--- src/rtl/stream_demux_1n_pkg.sv ---
// rtl/stream_demux_1n_pkg.sv - shared constants and helpers for the 1:N stream demux
package stream_demux_1n_pkg;

  localparam int MIN_CHANNELS = 2;
  localparam int MAX_CHANNELS = 16;
  localparam int DROP_CNT_W   = 8;

  function automatic int sel_width(input int channels);
    return (channels <= 2) ? 1 : $clog2(channels);
  endfunction

  function automatic bit channels_ok(input int channels);
    return (channels >= MIN_CHANNELS) && (channels <= MAX_CHANNELS);
  endfunction

endpackage

--- src/rtl/stream_demux_1n_if.sv ---
// rtl/stream_demux_1n_if.sv - input stream plus per-channel output streams of the demux
interface stream_demux_1n_if
  import stream_demux_1n_pkg::*;
#(
  parameter int WIDTH    = 8,
  parameter int CHANNELS = 4,
  parameter int SEL_W    = sel_width(CHANNELS)
);

  logic                      s_valid;
  logic                      s_ready;
  logic [WIDTH-1:0]          s_data;
  logic [SEL_W-1:0]          s_sel;
  logic                      s_bcast;
  logic [CHANNELS-1:0]       m_valid;
  logic [CHANNELS-1:0]       m_ready;
  logic [CHANNELS*WIDTH-1:0] m_data;

  modport master (
    output s_valid, s_data, s_sel, s_bcast, m_ready,
    input  s_ready, m_valid, m_data
  );

  modport slave (
    input  s_valid, s_data, s_sel, s_bcast, m_ready,
    output s_ready, m_valid, m_data
  );

endinterface

--- src/rtl/demux_slot.sv ---
// rtl/demux_slot.sv - one-entry output holding register for a single demux channel
module demux_slot #(
  parameter int WIDTH = 8
) (
  input  logic             clk,
  input  logic             rst,
  input  logic             load,
  input  logic [WIDTH-1:0] data_in,
  input  logic             m_ready,
  output logic             m_valid,
  output logic [WIDTH-1:0] m_data,
  output logic             free
);

  // Free when empty or draining this cycle, so drain and refill can overlap.
  assign free = ~m_valid | m_ready;

  always_ff @(posedge clk) begin
    if (rst) begin
      m_valid <= 1'b0;
      m_data  <= '0;
    end else if (load) begin
      m_valid <= 1'b1;
      m_data  <= data_in;
    end else if (m_ready) begin
      m_valid <= 1'b0;
    end
  end

endmodule

--- src/rtl/stream_demux_1n.sv ---
// rtl/stream_demux_1n.sv - registered 1:N stream demux with broadcast and bad-select accounting
module stream_demux_1n
  import stream_demux_1n_pkg::*;
#(
  parameter int WIDTH    = 8,
  parameter int CHANNELS = 4,
  parameter int SEL_W    = sel_width(CHANNELS),
  parameter int CNT_W    = DROP_CNT_W
) (
  input  logic             clk,
  input  logic             rst,
  stream_demux_1n_if.slave bus,
  output logic             err_sel,
  output logic [CNT_W-1:0] drop_cnt
);

  localparam logic [CNT_W-1:0] CNT_MAX = '1;

  if (!channels_ok(CHANNELS)) begin : g_bad_channels
    $error("stream_demux_1n: CHANNELS out of range");
  end

  logic [CHANNELS-1:0]       free;
  logic [CHANNELS-1:0]       sel_hit;
  logic [CHANNELS-1:0]       load;
  logic [CHANNELS-1:0]       m_valid_w;
  logic [CHANNELS*WIDTH-1:0] m_data_w;
  logic                      sel_ok;
  logic                      accept;
  logic                      drop;

  // One-hot decode only covers real channels, so an out-of-range select decodes to zero.
  always_comb begin
    sel_hit = '0;
    for (int i = 0; i < CHANNELS; i++) begin
      sel_hit[i] = (bus.s_sel == SEL_W'(i));
    end
  end

  assign sel_ok = |sel_hit;

  always_comb begin
    bus.s_ready = 1'b1;
    if (bus.s_bcast) begin
      bus.s_ready = &free;
    end else if (sel_ok) begin
      bus.s_ready = |(free & sel_hit);
    end
  end

  assign accept = bus.s_valid & bus.s_ready;
  assign drop   = accept & ~bus.s_bcast & ~sel_ok;
  assign load   = accept ? (bus.s_bcast ? {CHANNELS{1'b1}} : sel_hit) : '0;

  for (genvar i = 0; i < CHANNELS; i++) begin : g_slot
    demux_slot #(.WIDTH(WIDTH)) u_slot (
      .clk     (clk),
      .rst     (rst),
      .load    (load[i]),
      .data_in (bus.s_data),
      .m_ready (bus.m_ready[i]),
      .m_valid (m_valid_w[i]),
      .m_data  (m_data_w[i*WIDTH +: WIDTH]),
      .free    (free[i])
    );
  end

  assign bus.m_valid = m_valid_w;
  assign bus.m_data  = m_data_w;

  always_ff @(posedge clk) begin
    if (rst) begin
      err_sel  <= 1'b0;
      drop_cnt <= '0;
    end else if (drop) begin
      err_sel <= 1'b1;
      if (drop_cnt != CNT_MAX) begin
        drop_cnt <= drop_cnt + CNT_W'(1);
      end
    end
  end

endmodule
--- src/flat_wrapper.sv ---
// flat-port wrapper written by rule: the top's interface ports become plain ports
module stream_demux_1n_flat import stream_demux_1n_pkg::*;
#(
  parameter int WIDTH    = 8,
  parameter int CHANNELS = 4,
  parameter int SEL_W    = sel_width(CHANNELS),
  parameter int CNT_W    = DROP_CNT_W
)
  (clk, rst, err_sel, drop_cnt, bus_s_valid, bus_s_data, bus_s_sel, bus_s_bcast, bus_m_ready, bus_s_ready, bus_m_valid, bus_m_data);
  stream_demux_1n_if #(.WIDTH(WIDTH), .CHANNELS(CHANNELS), .SEL_W(SEL_W)) bus_i ();
  input  logic clk;
  input  logic rst;
  output logic err_sel;
  output logic [CNT_W-1:0] drop_cnt;
  input wire logic [$bits(bus_i.s_valid)-1:0] bus_s_valid;
  input wire logic [$bits(bus_i.s_data)-1:0] bus_s_data;
  input wire logic [$bits(bus_i.s_sel)-1:0] bus_s_sel;
  input wire logic [$bits(bus_i.s_bcast)-1:0] bus_s_bcast;
  input wire logic [$bits(bus_i.m_ready)-1:0] bus_m_ready;
  output wire logic [$bits(bus_i.s_ready)-1:0] bus_s_ready;
  output wire logic [$bits(bus_i.m_valid)-1:0] bus_m_valid;
  output wire logic [$bits(bus_i.m_data)-1:0] bus_m_data;
  assign bus_i.s_valid = bus_s_valid;
  assign bus_i.s_data = bus_s_data;
  assign bus_i.s_sel = bus_s_sel;
  assign bus_i.s_bcast = bus_s_bcast;
  assign bus_i.m_ready = bus_m_ready;
  assign bus_s_ready = bus_i.s_ready;
  assign bus_m_valid = bus_i.m_valid;
  assign bus_m_data = bus_i.m_data;
  stream_demux_1n #(.WIDTH(WIDTH), .CHANNELS(CHANNELS), .SEL_W(SEL_W), .CNT_W(CNT_W)) u_core (.clk(clk), .rst(rst), .bus(bus_i), .err_sel(err_sel), .drop_cnt(drop_cnt));
endmodule
--- config.mk ---
export PLATFORM = sky130hd
export DESIGN_NAME = stream_demux_1n_flat
export DESIGN_NICKNAME = d
export VERILOG_FILES = /design/src/rtl/stream_demux_1n_pkg.sv /design/src/rtl/stream_demux_1n_if.sv /design/src/rtl/demux_slot.sv /design/src/rtl/stream_demux_1n.sv /design/src/flat_wrapper.sv
export SDC_FILE = /design/constraint.sdc
export NUM_CORES = 1
export LEC_CHECK = 0
export ABC_AREA = 0
export CAP_MARGIN = 0
export CORE_MARGIN = 3
export CORE_UTILIZATION = 65
export CTS_BUF_LIST = sky130_fd_sc_hd__clkbuf_8
export CTS_CLUSTER_DIAMETER = 60
export DETAILED_ROUTE_END_ITERATION = 10
export DONT_BUFFER_PORTS = 1
export GPL_ROUTABILITY_DRIVEN = 1
export PLACE_DENSITY = 0.78
export SLEW_MARGIN = 20
export SYNTH_ARGS = -nofsm -noshare
export SYNTH_HDL_FRONTEND = slang
export SYNTH_SLANG_ARGS = --single-unit
--- constraint.sdc ---
create_clock -name clk -period 2.9 [get_ports clk]
set_clock_uncertainty 0.15 [all_clocks]
set_input_delay 0.87 -clock clk [delete_from_list [all_inputs] [get_ports clk]]
set_output_delay 0.87 -clock clk [all_outputs]
set_load 0.02 [all_outputs]
==> qor.txt <==
first-pass GRT wire length: 8.75 mm
actual slew at the worst max-slew pin: 0.616 ns
hold_buf cts: 0
Worst-Skew Late Latency: 0.31 ns
Place WS: 0.181 ns
syn nets: 265
grt total ovfl: 0
Crit-path slowest cell: or4_4
Setup CP Type: input pin to output pin
global-route total usage across every layer: 26.8%
Power Dens Cells: 583 nW/um^2
CTS Sinks: 45
grt met2 use: 45.1%
CTS buffer count: 5
Max Slew Vio Count: 0
Mapped Area: 2240 um^2
Power Total: 1.37 mW
wire per inst: 19.1 um
setup_tns: 0 ns
fin util: 74.1%
status: complete, no violations
cts repair resizes: 0
gpl congestion: 0.768
reg2reg setup slack: 0.79 ns
Worst Path Arrival: 1.71 ns
Synth area leaders: dfxtp_1, nor2b_1, a32oi_1, a22oi_1, nand2b_1
Final WS setup: 0.175 ns
Yosys Warn Count: 0
die span in x: 64.8 um
maximum VDD drop: 0.322 mV
DR DRC count: 0
Starting Density: 70.6%
Antenna Nets Post-Route: 0
nets: 256
top-level port count: 64
Mapped Cells: 247
fmax: 367 MHz
Std-Cell Rows: 20
largest net degree at the start of global routing: 54
H-tree depth: 2
synthesized area per cell: 9.08 um^2
EDFF count, synth: 0
initial antenna violation count: 0
peak per-stage delay on the critical path: 0.55 ns
top cell type's share of synthesized area: 40.2%
Critical path buffers and inverters: 0
Fin. Hold Viols: 0
total number of vias: 1875
GR peak layer: met2
DR iter-0 viols: 203
vias per inst: 6.63
vias in the first global route: 1840
crit end category: output pin
library cells used by synthesis: 31
n_diodes: 0
share of layout cells above drive strength 1: 11.3%
most frequently used flop master after synthesis: dfxtp_1
Seq cells post-synth: 45
crit-path max FO: 9
Period Utilization, post-route: 94.0%
Final HPWL DP: 3.78 mm
crit path cell chain: nor2b_4, or4_4, mux2i_4
clock root buffer master: clkbuf_8
Yosys top cell by area: dfxtp_1
Relative slew margins: 58.8%
sequential fraction of the synthesis area: 40.2%
HP Class: flip-flop to flip-flop
synthesis-to-layout area growth: 4.96%
IO buf count: 0
minimum clock period: 2.73 ns
Pleak: 0.914 nW
CTS tree: done
delay-heaviest family, CP: simple AND/OR/NAND/NOR gates
CTS max path bufs: 2
GRT met1 Usage: 31.7%
met3 Usage GRT: 8.15%
Data required, critical path: 1.88 ns
Total Routed Length: 5.39 mm
share of synthesized flip-flops with an asynchronous set or reset: 0%
max_cap viols: 0
setup bufs post-CTS: 0
area of the die: 4190 um^2
clock slew seen by the registers of the worst setup and hold paths: 0.08 ns
core area: 3180 um^2
crit path launch type: input pin
detailed-router iteration count before antenna repair: 6
Setup violations, final: 0
Die Y: 64.8 um
RSZ-0062 raised after global routing: no
-- layout by cell type, fill, tap and decap left out, types with 2 or more instances in the layout --
cell | synthesis | layout
or4_4 | 2 | 3
a32oi_1 | 24 | 24
nand2b_1 | 17 | 17
nor2_1 | 20 | 20
buf_4 | 4 | 8
nand3_1 | 2 | 2
nand3b_1 | 2 | 2
nand2_1 | 24 | 24
nor2b_1 | 37 | 37
mux2i_1 | 9 | 8
nor4_2 | 2 | 2
a22oi_1 | 16 | 16
a21oi_1 | 2 | 2
dfxtp_1 | 45 | 45
inv_6 | 0 | 2
or4_1 | 3 | 2
o311ai_1 | 8 | 8
clkbuf_8 | 0 | 5
-- synth_stat cells (3+ instances only) --
cell / instances
a22oi_1: 16
a32oi_1: 24
buf_2: 6
buf_4: 4
buf_6: 3
clkbuf_1: 9
dfxtp_1: 45
mux2i_1: 9
nand2_1: 24
nand2b_1: 17
nor2_1: 20
nor2b_1: 37
o311ai_1: 8
or4_1: 3
-- sequential cells by signal, summed over array words and instances (netlist names) --
name                          cells
u_core.err_sel                    1
u_core.g_slot.u_slot.m_data      32
u_core.drop_cnt                   8
u_core.g_slot.u_slot.m_valid      4
-- power by group --
group / internal (mW) / switching, mW / leakage, nW
combinational: 0.0689 / 0.0925 / 0.488
sequential: 0.654 / 0.0675 / 0.367
clock: 0.263 / 0.227 / 0.0591
-- worst register-to-register path: stages (launching register included) --
cell,delay [ns]
dfxtp_1,0.38
nor2b_1,0.19
buf_4,0.21
or4_1,0.73
a32oi_1,0.27
nand2_1,0.07
-- area by class of cell --
class                      instances  area [um^2]
multi-input combinational        178         1220
timing repair buffer               8         60.1
clock inverter                     3         47.5
fill                             255          823
sequential                        45          901
clock buffer                       5         68.8
tap                               44         55.1
-- metal layers --
| metal | part of all wire (%) | wire length [um] |
|---|---|---|
| met2 | 49 | 2650 |
| met5 | 0 | 0 |
| met4 | 2.0 | 107 |
| met3 | 9.4 | 506 |
| met1 | 40 | 2130 |
-- metrics by stage --
| step | area [um^2] | hold WS (ns) | instances |
|---|---|---|---|
| 3_5_place_dp | 2240 | 0.407 | 275 |
| 5_1_grt | 2350 | 0.432 | 283 |
| 6_report | 2350 | 0.418 | 283 |
| 3_3_place_gp | 2240 | 0.404 | 275 |
| 2_1_floorplan | 2260 | 0.323 | 247 |
| 4_1_cts | 2350 | 0.422 | 283 |
-- logic make-up (layout without fill, tap and decap cells) --
group	after synthesis	count (layout)	share of synthesized area, %
and+or+nand+nor	115	115	29.1
AOI/OAI and AO/OA	53	53	19.6
DFF	45	45	40.2
buffers and inverters	24	16	6.08
muxes	10	10	5.02
-- path summary, 6_finish.rpt --
check	cells after the start	to	from
min reg2reg	1	u_core.drop_cnt[1]	u_core.drop_cnt[1]
max	3	bus_s_ready	bus_m_ready[3]
max reg2reg	5	u_core.g_slot[0].u_slot.m_data[6]	u_core.g_slot[2].u_slot.m_valid
min	1	u_core.drop_cnt[1]	u_core.drop_cnt[1]
Power figures use the tool's default switching activity.
